==> config.mk <==
export PLATFORM = sky130hd
export DESIGN_NAME = systolic_mac_pe
export DESIGN_NICKNAME = d
export VERILOG_FILES = /design/src/rtl/systolic_pkg.sv /design/src/rtl/systolic_lane_serdes.sv /design/src/rtl/systolic_mac_pe.sv
export SDC_FILE = /design/constraint.sdc
export NUM_CORES = 1
export LEC_CHECK = 0
export CAP_MARGIN = 25
export CORE_MARGIN = 1
export CORE_UTILIZATION = 35
export CTS_CLUSTER_DIAMETER = 200
export DETAILED_ROUTE_END_ITERATION = 10
export PLACE_DENSITY = 0.56
export SYNTH_ARGS = -nofsm -noshare
export SYNTH_HDL_FRONTEND = slang
export SYNTH_SLANG_ARGS = --single-unit
==> constraint.sdc <==
create_clock -name clk -period 25.5 [get_ports clk]
set_clock_uncertainty 0.05 [all_clocks]
set_input_delay 5.1 -clock clk [delete_from_list [all_inputs] [get_ports clk]]
set_output_delay 5.1 -clock clk [all_outputs]
set_load 0.01 [all_outputs]
==> src/rtl/systolic_pkg.sv <==
// Shared definitions for the systolic MAC processing element.
// Holds parameter defaults, control-word bit positions and the
// saturation helper used when a flushed accumulator is drained.
package systolic_pkg;

  localparam int LANE_W_DEF = 4;
  localparam int BEATS_DEF  = 4;
  localparam int ACC_W_DEF  = 40;

  // Working widths of the saturation helper; ACC_W must not exceed
  // SAT_IN_W and WORD_W must not exceed SAT_OUT_W.
  localparam int SAT_IN_W  = 128;
  localparam int SAT_OUT_W = 64;

  // Beat 0 is the MSB, so the first control beat lands in the top bit.
  function automatic int ctrl_valid_idx(input int beats);
    return beats - 1;
  endfunction

  // Second control beat: FLUSH on the column lane, DRAIN on the row lane.
  function automatic int ctrl_aux_idx(input int beats);
    return beats - 2;
  endfunction

  // Clamp a signed value into the signed range of a word_w-bit word.
  // The result is returned in the low word_w bits.
  function automatic logic [SAT_OUT_W-1:0] sat_word(
    input logic signed [SAT_IN_W-1:0] value,
    input int                         word_w
  );
    logic signed [SAT_IN_W-1:0] hi;
    logic signed [SAT_IN_W-1:0] lo;
    hi = (SAT_IN_W'(1) <<< (word_w - 1)) - SAT_IN_W'(1);
    lo = ~hi;
    if (value > hi) begin
      sat_word = hi[SAT_OUT_W-1:0];
    end else if (value < lo) begin
      sat_word = lo[SAT_OUT_W-1:0];
    end else begin
      sat_word = value[SAT_OUT_W-1:0];
    end
  endfunction

endpackage

==> src/rtl/systolic_lane_serdes.sv <==
// One serial lane of the systolic cell.
// Collects beats 0..BEATS-2 into an in-buffer, presents the full word
// (buffer plus live beat) during the boundary cycle, and replays a
// loaded word MSB-beat first through an output shift register.
//
// Ports:
//   clk, rst   clock, synchronous active-high reset
//   ena        0 freezes buffer and shift register
//   boundary   high in the last beat of a block
//   din        incoming beat
//   load_val   word loaded into the shift register on the boundary edge
//   word       assembled incoming word, valid while boundary is high
//   dout       outgoing beat (top LANE_W bits of the shift register)
module systolic_lane_serdes #(
  parameter int LANE_W = 4,
  parameter int BEATS  = 4
) (
  input  logic                     clk,
  input  logic                     rst,
  input  logic                     ena,
  input  logic                     boundary,
  input  logic [LANE_W-1:0]        din,
  input  logic [LANE_W*BEATS-1:0]  load_val,
  output logic [LANE_W*BEATS-1:0]  word,
  output logic [LANE_W-1:0]        dout
);

  localparam int WORD_W = LANE_W * BEATS;
  localparam int BUF_W  = LANE_W * (BEATS - 1);

  logic [BUF_W-1:0]  in_buf;
  logic [WORD_W-1:0] out_sr;

  assign word = {in_buf, din};
  assign dout = out_sr[WORD_W-1 -: LANE_W];

  always_ff @(posedge clk) begin
    if (rst) begin
      in_buf <= '0;
      out_sr <= '0;
    end else if (ena) begin
      if (boundary) begin
        out_sr <= load_val;
      end else begin
        // Oldest beat falls off the top; after BEATS-1 beats the buffer
        // holds beats 0..BEATS-2 in MSB-first order.
        in_buf <= BUF_W'({in_buf, din});
        out_sr <= {out_sr[WORD_W-LANE_W-1:0], {LANE_W{1'b0}}};
      end
    end
  end

endmodule

==> src/rtl/systolic_mac_pe.sv <==
// Output-stationary systolic MAC cell.
// Forwards row and column lanes with a BEATS-cycle latency, accumulates
// signed row x column products, and on a column FLUSH drains the
// saturated result onto the row lane in the first idle row slot.
//
// Ports:
//   clk, rst                  clock, synchronous active-high reset
//   ena                       0 freezes all state and outputs
//   row_in, row_ctrl_in       incoming row data / control beat
//   col_in, col_ctrl_in       incoming column data / control beat
//   row_out, row_ctrl_out     outgoing row beat (forwarded or drain)
//   col_out, col_ctrl_out     outgoing column beat (forwarded)
//   drain_ovf                 sticky, a drain result was discarded
module systolic_mac_pe
  import systolic_pkg::*;
#(
  parameter int LANE_W = LANE_W_DEF,
  parameter int BEATS  = BEATS_DEF,
  parameter int ACC_W  = ACC_W_DEF
) (
  input  logic              clk,
  input  logic              rst,
  input  logic              ena,
  input  logic [LANE_W-1:0] row_in,
  input  logic              row_ctrl_in,
  input  logic [LANE_W-1:0] col_in,
  input  logic              col_ctrl_in,
  output logic [LANE_W-1:0] row_out,
  output logic              row_ctrl_out,
  output logic [LANE_W-1:0] col_out,
  output logic              col_ctrl_out,
  output logic              drain_ovf
);

  localparam int WORD_W    = LANE_W * BEATS;
  localparam int CNT_W     = $clog2(BEATS);
  localparam int VALID_IDX = ctrl_valid_idx(BEATS);
  localparam int AUX_IDX   = ctrl_aux_idx(BEATS);

  logic [CNT_W-1:0]         cnt;
  logic                     boundary;

  logic [WORD_W-1:0]        row_word;
  logic [WORD_W-1:0]        col_word;
  logic [BEATS-1:0]         row_ctrl_word;
  logic [BEATS-1:0]         col_ctrl_word;
  logic [WORD_W-1:0]        row_load;
  logic [BEATS-1:0]         row_ctrl_load;

  logic signed [2*WORD_W-1:0] prod;
  logic signed [ACC_W-1:0]    prod_ext;
  logic signed [ACC_W-1:0]    result;
  logic signed [ACC_W-1:0]    acc;
  logic [WORD_W-1:0]          result_sat;
  logic                       pend;
  logic [WORD_W-1:0]          pend_val;
  logic                       mac_en;
  logic                       flush;
  logic                       idle;
  logic                       emit;

  assign boundary = (cnt == CNT_W'(BEATS - 1));

  systolic_lane_serdes #(.LANE_W(LANE_W), .BEATS(BEATS)) u_row (
    .clk(clk), .rst(rst), .ena(ena), .boundary(boundary),
    .din(row_in), .load_val(row_load), .word(row_word), .dout(row_out)
  );

  systolic_lane_serdes #(.LANE_W(1), .BEATS(BEATS)) u_row_ctrl (
    .clk(clk), .rst(rst), .ena(ena), .boundary(boundary),
    .din(row_ctrl_in), .load_val(row_ctrl_load), .word(row_ctrl_word),
    .dout(row_ctrl_out)
  );

  // Column lane is a pure passthrough: the assembled word is reloaded as-is.
  systolic_lane_serdes #(.LANE_W(LANE_W), .BEATS(BEATS)) u_col (
    .clk(clk), .rst(rst), .ena(ena), .boundary(boundary),
    .din(col_in), .load_val(col_word), .word(col_word), .dout(col_out)
  );

  systolic_lane_serdes #(.LANE_W(1), .BEATS(BEATS)) u_col_ctrl (
    .clk(clk), .rst(rst), .ena(ena), .boundary(boundary),
    .din(col_ctrl_in), .load_val(col_ctrl_word), .word(col_ctrl_word),
    .dout(col_ctrl_out)
  );

  always_comb begin
    prod       = (2*WORD_W)'($signed(row_word)) * (2*WORD_W)'($signed(col_word));
    prod_ext   = ACC_W'(prod);
    mac_en     = row_ctrl_word[VALID_IDX] & col_ctrl_word[VALID_IDX];
    result     = acc + (mac_en ? prod_ext : '0);
    result_sat = WORD_W'(sat_word(SAT_IN_W'(result), WORD_W));

    flush = col_ctrl_word[AUX_IDX];
    idle  = !row_ctrl_word[VALID_IDX] && !row_ctrl_word[AUX_IDX];
    // A result flushed in this block may use this block's idle slot.
    emit  = idle && (pend || flush);

    row_load      = row_word;
    row_ctrl_load = row_ctrl_word;
    if (emit) begin
      row_load               = pend ? pend_val : result_sat;
      row_ctrl_load          = '0;
      row_ctrl_load[AUX_IDX] = 1'b1;
    end
  end

  always_ff @(posedge clk) begin
    if (rst) begin
      cnt       <= '0;
      acc       <= '0;
      pend      <= 1'b0;
      pend_val  <= '0;
      drain_ovf <= 1'b0;
    end else if (ena) begin
      cnt <= boundary ? '0 : cnt + 1'b1;
      if (boundary) begin
        acc <= flush ? '0 : result;
        if (flush) begin
          if (!pend) begin
            if (!emit) begin
              pend     <= 1'b1;
              pend_val <= result_sat;
            end
          end else if (emit) begin
            // Old value leaves this boundary; the new one takes its place.
            pend_val <= result_sat;
          end else begin
            drain_ovf <= 1'b1;
          end
        end else if (emit) begin
          pend <= 1'b0;
        end
      end
    end
  end

endmodule

==> results of run 1 <==
layer usage:
metal | vias up | share of wire [%] | GRT usage (%)
li1 | 6777 | - | -
met1 | 7241 | 49 | 29.3
met2 | 388 | 46 | 31.4
met3 | 56 | 4.5 | 2.10
met4 | 0 | 1.2 | 4.19
met5 | - | 0 | 0
synthesized netlist by cell type (all sizes together) (18+ instances only):
cell / instances
a211o: 18
a21oi: 116
dfxtp: 130
xor2: 19
nand3: 29
nand2b: 24
fa: 263
nand2: 262
clkbuf: 119
a22oi: 29
xnor2: 44
and2: 129
nor2: 155
ha: 123
inv: 333
o21ai: 66
a211oi: 31
mux2i: 22
nor3: 20
registers in the layout, indices dropped and copies added (netlist names):
register           cells
acc                   40
cnt                    2
drain_ovf              1
pend                   1
pend_val              16
u_col.in_buf          12
u_col.out_sr          16
u_col_ctrl.in_buf      3
u_col_ctrl.out_sr      4
u_row.in_buf          12
u_row.out_sr          16
u_row_ctrl.in_buf      3
u_row_ctrl.out_sr      4
metrics by stage:
step	instances	power, mW	utilization, %	cell area (sq um)	hold slack, ns
finish	2761	0.598	38.1	19100	0.409
global route	2761	0.629	38.1	19100	0.433
CTS	2760	0.602	38.1	19100	0.414
detailed placement	2728	0.342	36.9	18500	0.406
global placement	2728	0.341	36.9	18500	0.395
floorplan	2149	0.305	-	17900	0.386
cell families after synthesis:
group	Yosys count	share of synthesized area [%]
multiplexers	23	1.29
AND/OR/NAND/NOR	692	18.3
XOR/XNOR	63	3.09
adder cells (fa/ha/maj)	386	38.1
buffers and inverters	468	10.1
flip-flops	130	14.6
AO/OA/AOI/OAI	387	14.6
worst register-to-register path: cells and delay by family (launching register included):
kind / cells / cell delay (ns)
xor+xnor: 2 / 0.31
fa+ha+maj: 8 / 4.02
compound gates: 11 / 3.22
flops: 1 / 0.68
simple gates: 6 / 2.38
buf+inv: 3 / 0.59
final timing paths:
kind	from	endpoint	slack [ns]	depth (start not counted)
worst max-delay path	col_in[1]	pend_val[7]$_SDFFE_PP0P_	9.39	33
worst max register to register	u_col.in_buf[11]$_SDFFE_PP0P_	pend_val[7]$_SDFFE_PP0P_	14.19	30
worst min-delay path	acc[0]$_SDFFE_PP0P_	acc[0]$_SDFFE_PP0P_	0.41	2
worst min register to register	acc[0]$_SDFFE_PP0P_	acc[0]$_SDFFE_PP0P_	0.41	2
power groups by stage:
stage	logic (mW)	clock network [mW]	registers (mW)
finish	0.121	0.259	0.217
CTS	0.122	0.263	0.217
global placement	0.120	0	0.222
floorplan	0.0908	0	0.214
detailed placement	0.120	0	0.222
global route	0.139	0.272	0.218
area by class of cell:
cell class	instances	area, sq um
Sequential cell	130	2600
Clock buffer	18	429
Fill cell	5210	31100
Clock inverter	14	178
Timing Repair Buffer	43	373
Tap cell	672	841
Inverter	333	1250
Multi-Input combinational cell	1551	13500
==> impl_results.md, run 1 <==
* Status: finished clean
* Final Cycle Share at 63.2%
* CTS root buf: clkbuf_16
* Leakage at between 8 and 9 nW
* CP Launch Type: input pin
* Clock tree buffer depth at 2
* Most frequent cells in the layout: inv_1 (333), fa_1 (263), nand2_1 (262), nor2_1 (154), dfxtp_1 (130)
* Syn_area_per_cell at 8.32 sq um
* Max-slew headroom at 27.5%
* Max-cap viol count at 0
* Initial antenna violation count at 0
* Die Area at 0.0520 sq mm
* Post-Syn Area at between 0.015 and 0.02 sq mm
* Final global-route overflow total at 0
* Routed wire per std cell at 18.2 um
* Pre-Repair DR Iteration Count at 5
* Top FF cell, synth: dfxtp_1
* Total track usage at 19.9%
* Setup Fix Bufs, Post-CTS at 0
* WS Path Type: input pin to flip-flop
* CP max stage delay at 0.97 ns
* Clk Latency, worst-skew pair at 0.44 ns
* Min Tclk post-route at between 15 and 20 ns
* TritonCTS clock tree: yes
* Largest area contributor in the netlist: fa_1
* Share of layout cells above drive strength 1 at under 10%
* Sw Pwr at ~0.19 mW
* Drt total wl at around 50000 um
* Clk slew on worst S/H paths at 0.06 ns
* Final Worst Setup Slack at 9.39 ns
* Internal at 0.410 mW
* Vias per std cell at 5.24
* Slew Viols, Final at 0
* CTS Sinks at 130
* Worst Path Buf+Inv at 6
* Post-route DRC at 0
* Resized cells post-CTS at 0
* Sw frac at 31.4%
* Largest net degree at the start of global routing at 87
* Max Freq at between 60 and 70 MHz
* Die H at 228 um
* Detailed placement HPWL at 38700 um
* FP Rows at 82
* Die X at 228 um
* Sequential share of power at 36.3%
* Power Dens Cells at ~31 mW/mm^2
* Synthesized flop and latch total at 130
* First-pass GRT wire length at 82800 um
* Fin. Hold Viols at 0
* Routability congestion estimate from global placement at 0.902
* I/O Pins at 24
* Worst Tran Pin Value at ~1.1 ns
* Port Buffer Count at 23
* Post-CTS Hold Buffers at 0
* Type of the tightest min-delay check: flip-flop to flip-flop
* Vias in the first global route at 14800
* Crit path capture type: flip-flop
* CTS buffer count at 17
* RSZ-0062 raised after global routing: no
* Critical path data arrival time at 16.44 ns
* Crit-path slowest cell: nor3b_2
* Worst VDD drop at between 0.00004 and 0.00005 V
* Synth Net Count at 2548
* Commonest non-fill, non-tap cell in the layout: inv_1
* Synth top area cells: fa_1 (29%), dfxtp_1 (15%), ha_1 (8.6%)
* Pre-CTS setup slack at a little over 9 ns
* Register area share after synthesis at between 10% and 20%
* H-tree levels at 4
* Post-route ant nets at 0
* Core box area at 0.0503 sq mm
* DR iter-0 viols at 1106
* Logic gate share of total power at 20.3%
* Async set or reset register ratio after synthesis at 0%
* Unique masters post-synth at 69
* Synth-to-Final Area Change at 7.09%
* Initial Util at between 30 and 40%
* Setup_tns at 0 ns
* Post-Syn Instances at 2149
* Cell family with most CP delay: adder cells
* Worst Path Max Fanout at 18
* Final #Nets at about 2500
* Yosys warns at 0
* Antenna cells at 0
* Finish-stage setup viols at 0
* Most frequent CP cell: fa_1
* Via count at roughly 14000
* Number of synthesized flops with an enable pin at 0
* Clock power share at 43.4%
* Top-area cell type share of the netlist area at approximately 30%
* CP required at around 26 ns
Note: power is estimated with default switching activity, not from simulation.
==> inputs of run 2 (changes only) <==
PLACE_DENSITY = 0.57   (was 0.56)
clock period = 14.8 ns   (was 25.5 ns; I/O delays follow)
==> impl_results.md, run 2 (same netlist as run 1, synthesis figures left out) <==
* Reg2reg path depth at 30
* Top reg by flops: acc
* Routability congestion estimate from global placement at 0.912
* RSZ-0062 raised after global routing: no
* Finish-stage setup viols at 0
* Most frequent cells in the layout: inv_1 (333), fa_1 (263), nand2_1 (262), nor2_1 (154), dfxtp_1 (130)
* Logic gate share of total power at 20.7%
* Max-slew headroom at 29.8%
* Resized cells post-CTS at 0
* Clk slew on worst S/H paths at 0.06 ns
* Initial antenna violation count at 0
* Drt total wl at 50600 um
* DR iter-0 viols at between 900 and 1000
* Sequential share of power at 36.9%
* Vias in the first global route at 15000
* H-tree levels at 4
* Layout fillers at 5171
* Slew Viols, Final at 0
* FP Rows at 82
* CP max stage delay at 0.84 ns
* Pre-Repair DR Iteration Count at 7
* Min Tclk post-route at 13.77 ns
* Clock tree buffer depth at 2
* Core box area at 0.0503 sq mm
* Port Buffer Count at 23
* Sw Pwr at 0.324 mW
* Detailed placement HPWL at 39400 um
* Commonest non-fill, non-tap cell in the layout: inv_1
* Clk Latency, worst-skew pair at approximately 0.43 ns
* Post-route DRC at 0
* Worst Tran Pin Value at 1.05 ns
* Final #Nets at 2477
* Final global-route overflow total at 0
* CP Launch Type: input pin
* Synth-to-Final Area Change at 7.19%
* Via count at 14500
* Crit-path slowest cell: clkdlybuf4s50_1
* Post-route ant nets at 0
* Largest register FFs at 40
* Multi-input gate area at about 0.013 sq mm
* TritonCTS clock tree: yes
* Final core occ at 38.1%
* Internal at between 0.6 and 0.7 mW
* Setup_tns at 0 ns
* First-pass GRT wire length at 83900 um
* Status: finished clean
* Crit path capture type: flip-flop
* Leakage at 8.71 nW
* Worst Path Max Fanout at 18
* Die Area at between 0.05 and 0.06 sq mm
* Die H at around 230 um
* CTS Sinks at 130
* Sw frac at 31.9%
* Largest net degree at the start of global routing at 67
* Max Freq at between 70 and 80 MHz
* Antenna cells at 0
* CTS root buf: clkbuf_16
* Hold depth at 2
* Fin. Hold Viols at 0
* Clock power share at 42.4%
* Max-cap viol count at 0
* Type of the tightest min-delay check: flip-flop to flip-flop
* CP required at 15.11 ns
* CTS buffer count at 17
* Critical path data arrival time at ~14 ns
* Vias per std cell at 5.26
* Most frequent CP cell: fa_1
* Setup Fix Bufs, Post-CTS at 0
* Power Dens Cells at 53.0 mW/mm^2
* WS Path Type: input pin to flip-flop
* Initial Util at 35.6%
* Routed wire per std cell at 18.3 um
* Worst VDD drop at 0.0000668 V
* Post-CTS Hold Buffers at 0
* Die X at 228 um
* I/O Pins at 24
* Total track usage at about a fifth
* FF+latch area at roughly 0.0026 sq mm
* Share of layout cells above drive strength 1 at 3.35%
* Final Cycle Share at 93.0%
[run 2: cell types whose count changed in the layout (fill, tap and decap cells not counted)]
cell	before	now
buf_16	0	1
buf_6	0	1
bufinv_16	3	2
clkbuf_1	1	3
clkinv_2	3	0
clkinv_4	4	5
clkinvlp_4	0	1
[run 2: path summary, 6_finish.rpt]
path | from | end | slack, ns
min | drain_ovf$_SDFFE_PP0P_ | drain_ovf$_SDFFE_PP0P_ | 0.41
min reg2reg | drain_ovf$_SDFFE_PP0P_ | drain_ovf$_SDFFE_PP0P_ | 0.41
max reg2reg | u_col.in_buf[11]$_SDFFE_PP0P_ | u_row.out_sr[1]$_SDFFE_PP0P_ | 3.77
max | col_in[1] | u_row.out_sr[1]$_SDFFE_PP0P_ | 1.03
[run 2: critical path: cells and delay by family]
kind,cells,cell delay [ns]
adder cells (fa/ha/maj),8,3.96
AO/OA/AOI/OAI,10,2.93
AND/OR/NAND/NOR,8,2.53
buffers and inverters,6,1.56
XOR/XNOR,1,0.10
[run 2: power by group through the flow]
stage          logic (mW)  registers, mW  clock network (mW)
2_1_floorplan       0.156          0.369                   0
3_3_place_gp        0.202          0.384                   0
3_5_place_dp        0.207          0.384                   0
4_1_cts             0.210          0.376               0.437
5_1_grt             0.241          0.376               0.453
6_report            0.210          0.375               0.430
[run 2: through the flow]
stage / instances / worst slack [ns] / power (mW) / instance area, sq um / hold slack (ns)
after global routing: 2763 / 0.234 / 1.07 / 19200 / 0.430
after CTS: 2762 / 1.08 / 1.02 / 19100 / 0.414
final: 2763 / 1.03 / 1.02 / 19200 / 0.407
after global placement: 2729 / 0.833 / 0.586 / 18500 / 0.386
after detailed placement: 2730 / 0.687 / 0.591 / 18600 / 0.399
after floorplan: 2149 / 3.10 / 0.525 / 17900 / 0.386
[run 2: routing by layer]
metal,GRT usage (%),share of wire (%)
met1,29.3,48
met2,32.5,46
met3,2.15,4.4
met4,3.80,1.3
met5,0,0
[run 2: cell type report]
type	instances	share of cell area, %
tap	672	4.39
inverter	333	6.52
multi-input combinational	1551	70.3
timing repair buffer	45	2.15
sequential	130	13.6
clock inverter	12	0.777
clock buffer	20	2.28
==> inputs of run 3 (changes only) <==
CORE_UTILIZATION = 50   (was 35)
CTS_CLUSTER_SIZE = 10   (was default)
PLACE_DENSITY = 0.74   (was 0.57)
==> impl_results.md, run 3 (same netlist as run 1, synthesis figures left out) <==
* Setup Fix Bufs, Post-CTS at 0
* Worst Path Max Fanout at 18
* I/O Pins at 24
* First-pass GRT wire length at 78200 um
* Crit. Startpoint: col_in[2]
* Type of the tightest min-delay check: flip-flop to flip-flop
* Die Area at 0.0365 sq mm
* DP Area at 0.0182 sq mm
* FF-to-FF End: pend_val[14]$_SDFFE_PP0P_
* WL met3 at about 2600 um
* Leakage at 8.71 nW
* DR iter-0 viols at 1122
* Crit path capture type: flip-flop
* Crit-path slowest cell: nor3b_2
* Layout fillers at 3190
* CP max stage delay at about 0.8 ns
* Max Freq at between 70 and 80 MHz
* Clk Latency, worst-skew pair at between 0.4 and 0.5 ns
* Overall power at 1.06 mW
* Hold EP: drain_ovf$_SDFFE_PP0P_
* Vias in the first global route at 15000
* Post-route design area at about 0.019 sq mm
* Status: finished clean
* Clk slew on worst S/H paths at 0.07 ns
* TritonCTS clock tree: yes
* Max-cap viol count at 0
* Max-slew headroom at 28.5%
* Largest register FFs at 40
* Worst VDD drop at 0.0000712 V
* Total track usage at 27.2%
* Vias per std cell at 5.75
* CTS buffer count at 17
* Hold depth at 2
* FF+latch area at 0.00260 sq mm
* Hold_sp: drain_ovf$_SDFFE_PP0P_
* FP Rows at 68
* Share of layout cells above drive strength 1 at under 10%
* RSZ-0062 raised after global routing: no
* Post-route ant nets at 0
* Final Cycle Share at 89.9%
* Final #Nets at 2471
* Top reg by flops: acc
* Critical path data arrival time at 13.62 ns
* Pre-Repair DR Iteration Count at 6
* Routed wire per std cell at between 15 and 20 um
* Die H at 191 um
* Reg2reg path depth at 32
* Power Dens Cells at 55.9 mW/mm^2
* Reg2reg start: u_row.in_buf[11]$_SDFFE_PP0P_
* Post-CTS Hold Buffers at 0
* Core box area at 0.0349 sq mm
* CP Launch Type: input pin
* CP required at about 15 ns
* Setup_tns at 0 ns
* Post-route DRC at 0
* CTS root buf: clkbuf_16
* Antenna cells at 0
* Slew Viols, Final at 0
* Most frequent cells in the layout: inv_1 (333), fa_1 (263), nand2_1 (262), nor2_1 (154), dfxtp_1 (130)
* Pre-CTS setup slack at 1.17 ns
* Fin. Hold Viols at 0
* Min Tclk post-route at about 13 ns
* Top sig layer: met5
* Detailed placement HPWL at 36400 um
* WL met2 at ~23000 um
* Largest net degree at the start of global routing at 69
* Most frequent CP cell: fa_1
* Initial Util at between 50% and 60%
* H-tree levels at 4
* Drt total wl at 47500 um
* Synth-to-Final Area Change at 5.63%
* CTS Sinks at 130
* Via count at 14600
* Multi-input gate area at 0.0135 sq mm
* Worst Tran Pin Value at 1.07 ns
* Routability congestion estimate from global placement at ~0.91
* Die X at between 150 and 200 um
* WS Path Type: input pin to flip-flop
* R2R Setup Slk at just over 4 ns
* Initial antenna violation count at 1
* M1 WL at 20700 um
* Port Buffer Count at 23
* Resized cells post-CTS at 0
* Final global-route overflow total at 0
* Commonest non-fill, non-tap cell in the layout: inv_1
* Final Worst Setup Slack at 1.50 ns
* Finish-stage setup viols at 0
* Clock tree buffer depth at 2
[run 3: changes by cell type in the layout (fill, tap and decap cells not counted), moves of 2 or more]
cell,delta
inv_6,-2
clkbuf_1,-3
clkinv_2,+3
clkinv_4,-2
buf_4,-4
bufinv_16,+3
[run 3: cell type report]
class	count	area share, %
multi-input cells	1551	71.3
well taps	455	3.01
clock inverters	13	1.10
clock buffers	18	2.33
inverters	333	6.62
flip-flops and latches	130	13.8
repair buffers	39	1.82
[run 3: worst max-delay path, delay by kind of cell]
family	cells	cell delay, ns
adder cells (fa/ha/maj)	8	3.92
buffers and inverters	6	1.44
AO/OA/AOI/OAI	10	2.69
AND/OR/NAND/NOR	8	2.52
XOR/XNOR	1	0.09
[run 3: per-stage QoR]
step / hold slack (ns) / std cells / util (%)
floorplan: 0.386 / 2149 / -
global placement: 0.386 / 2507 / 52.3
detailed placement: 0.394 / 2508 / 52.3
CTS: 0.407 / 2539 / 54.1
global route: 0.426 / 2539 / 54.1
finish: 0.404 / 2539 / 54.1
[run 3: worst max path at each step]
stage                               endpoint  cells past startpoint  slack [ns]
4_1_cts            pend_val[14]$_SDFFE_PP0P_                     33        1.57
3_3_place_gp        pend_val[5]$_SDFFE_PP0P_                     32        1.40
6_report           pend_val[14]$_SDFFE_PP0P_                     33        1.50
5_1_grt            pend_val[10]$_SDFFE_PP0P_                     33        0.76
2_1_floorplan  u_row.out_sr[10]$_SDFFE_PP0P_                     39        3.10
3_5_place_dp       pend_val[14]$_SDFFE_PP0P_                     33        1.17
[run 3: report_power, final]
group | switching, mW | internal [mW] | leakage [nW]
combinational | 0.121 | 0.0806 | 7.34
clock | 0.174 | 0.303 | 0.316
sequential | 0.0198 | 0.358 | 1.06
total | 0.315 | 0.741 | 8.71
[run 3: metal layers]
metal	vias to the layer above	global-route usage, %
met5	-	0
met2	473	45.7
met1	7253	36.1
li1	6772	-
met3	90	4.06
met4	2	8.15
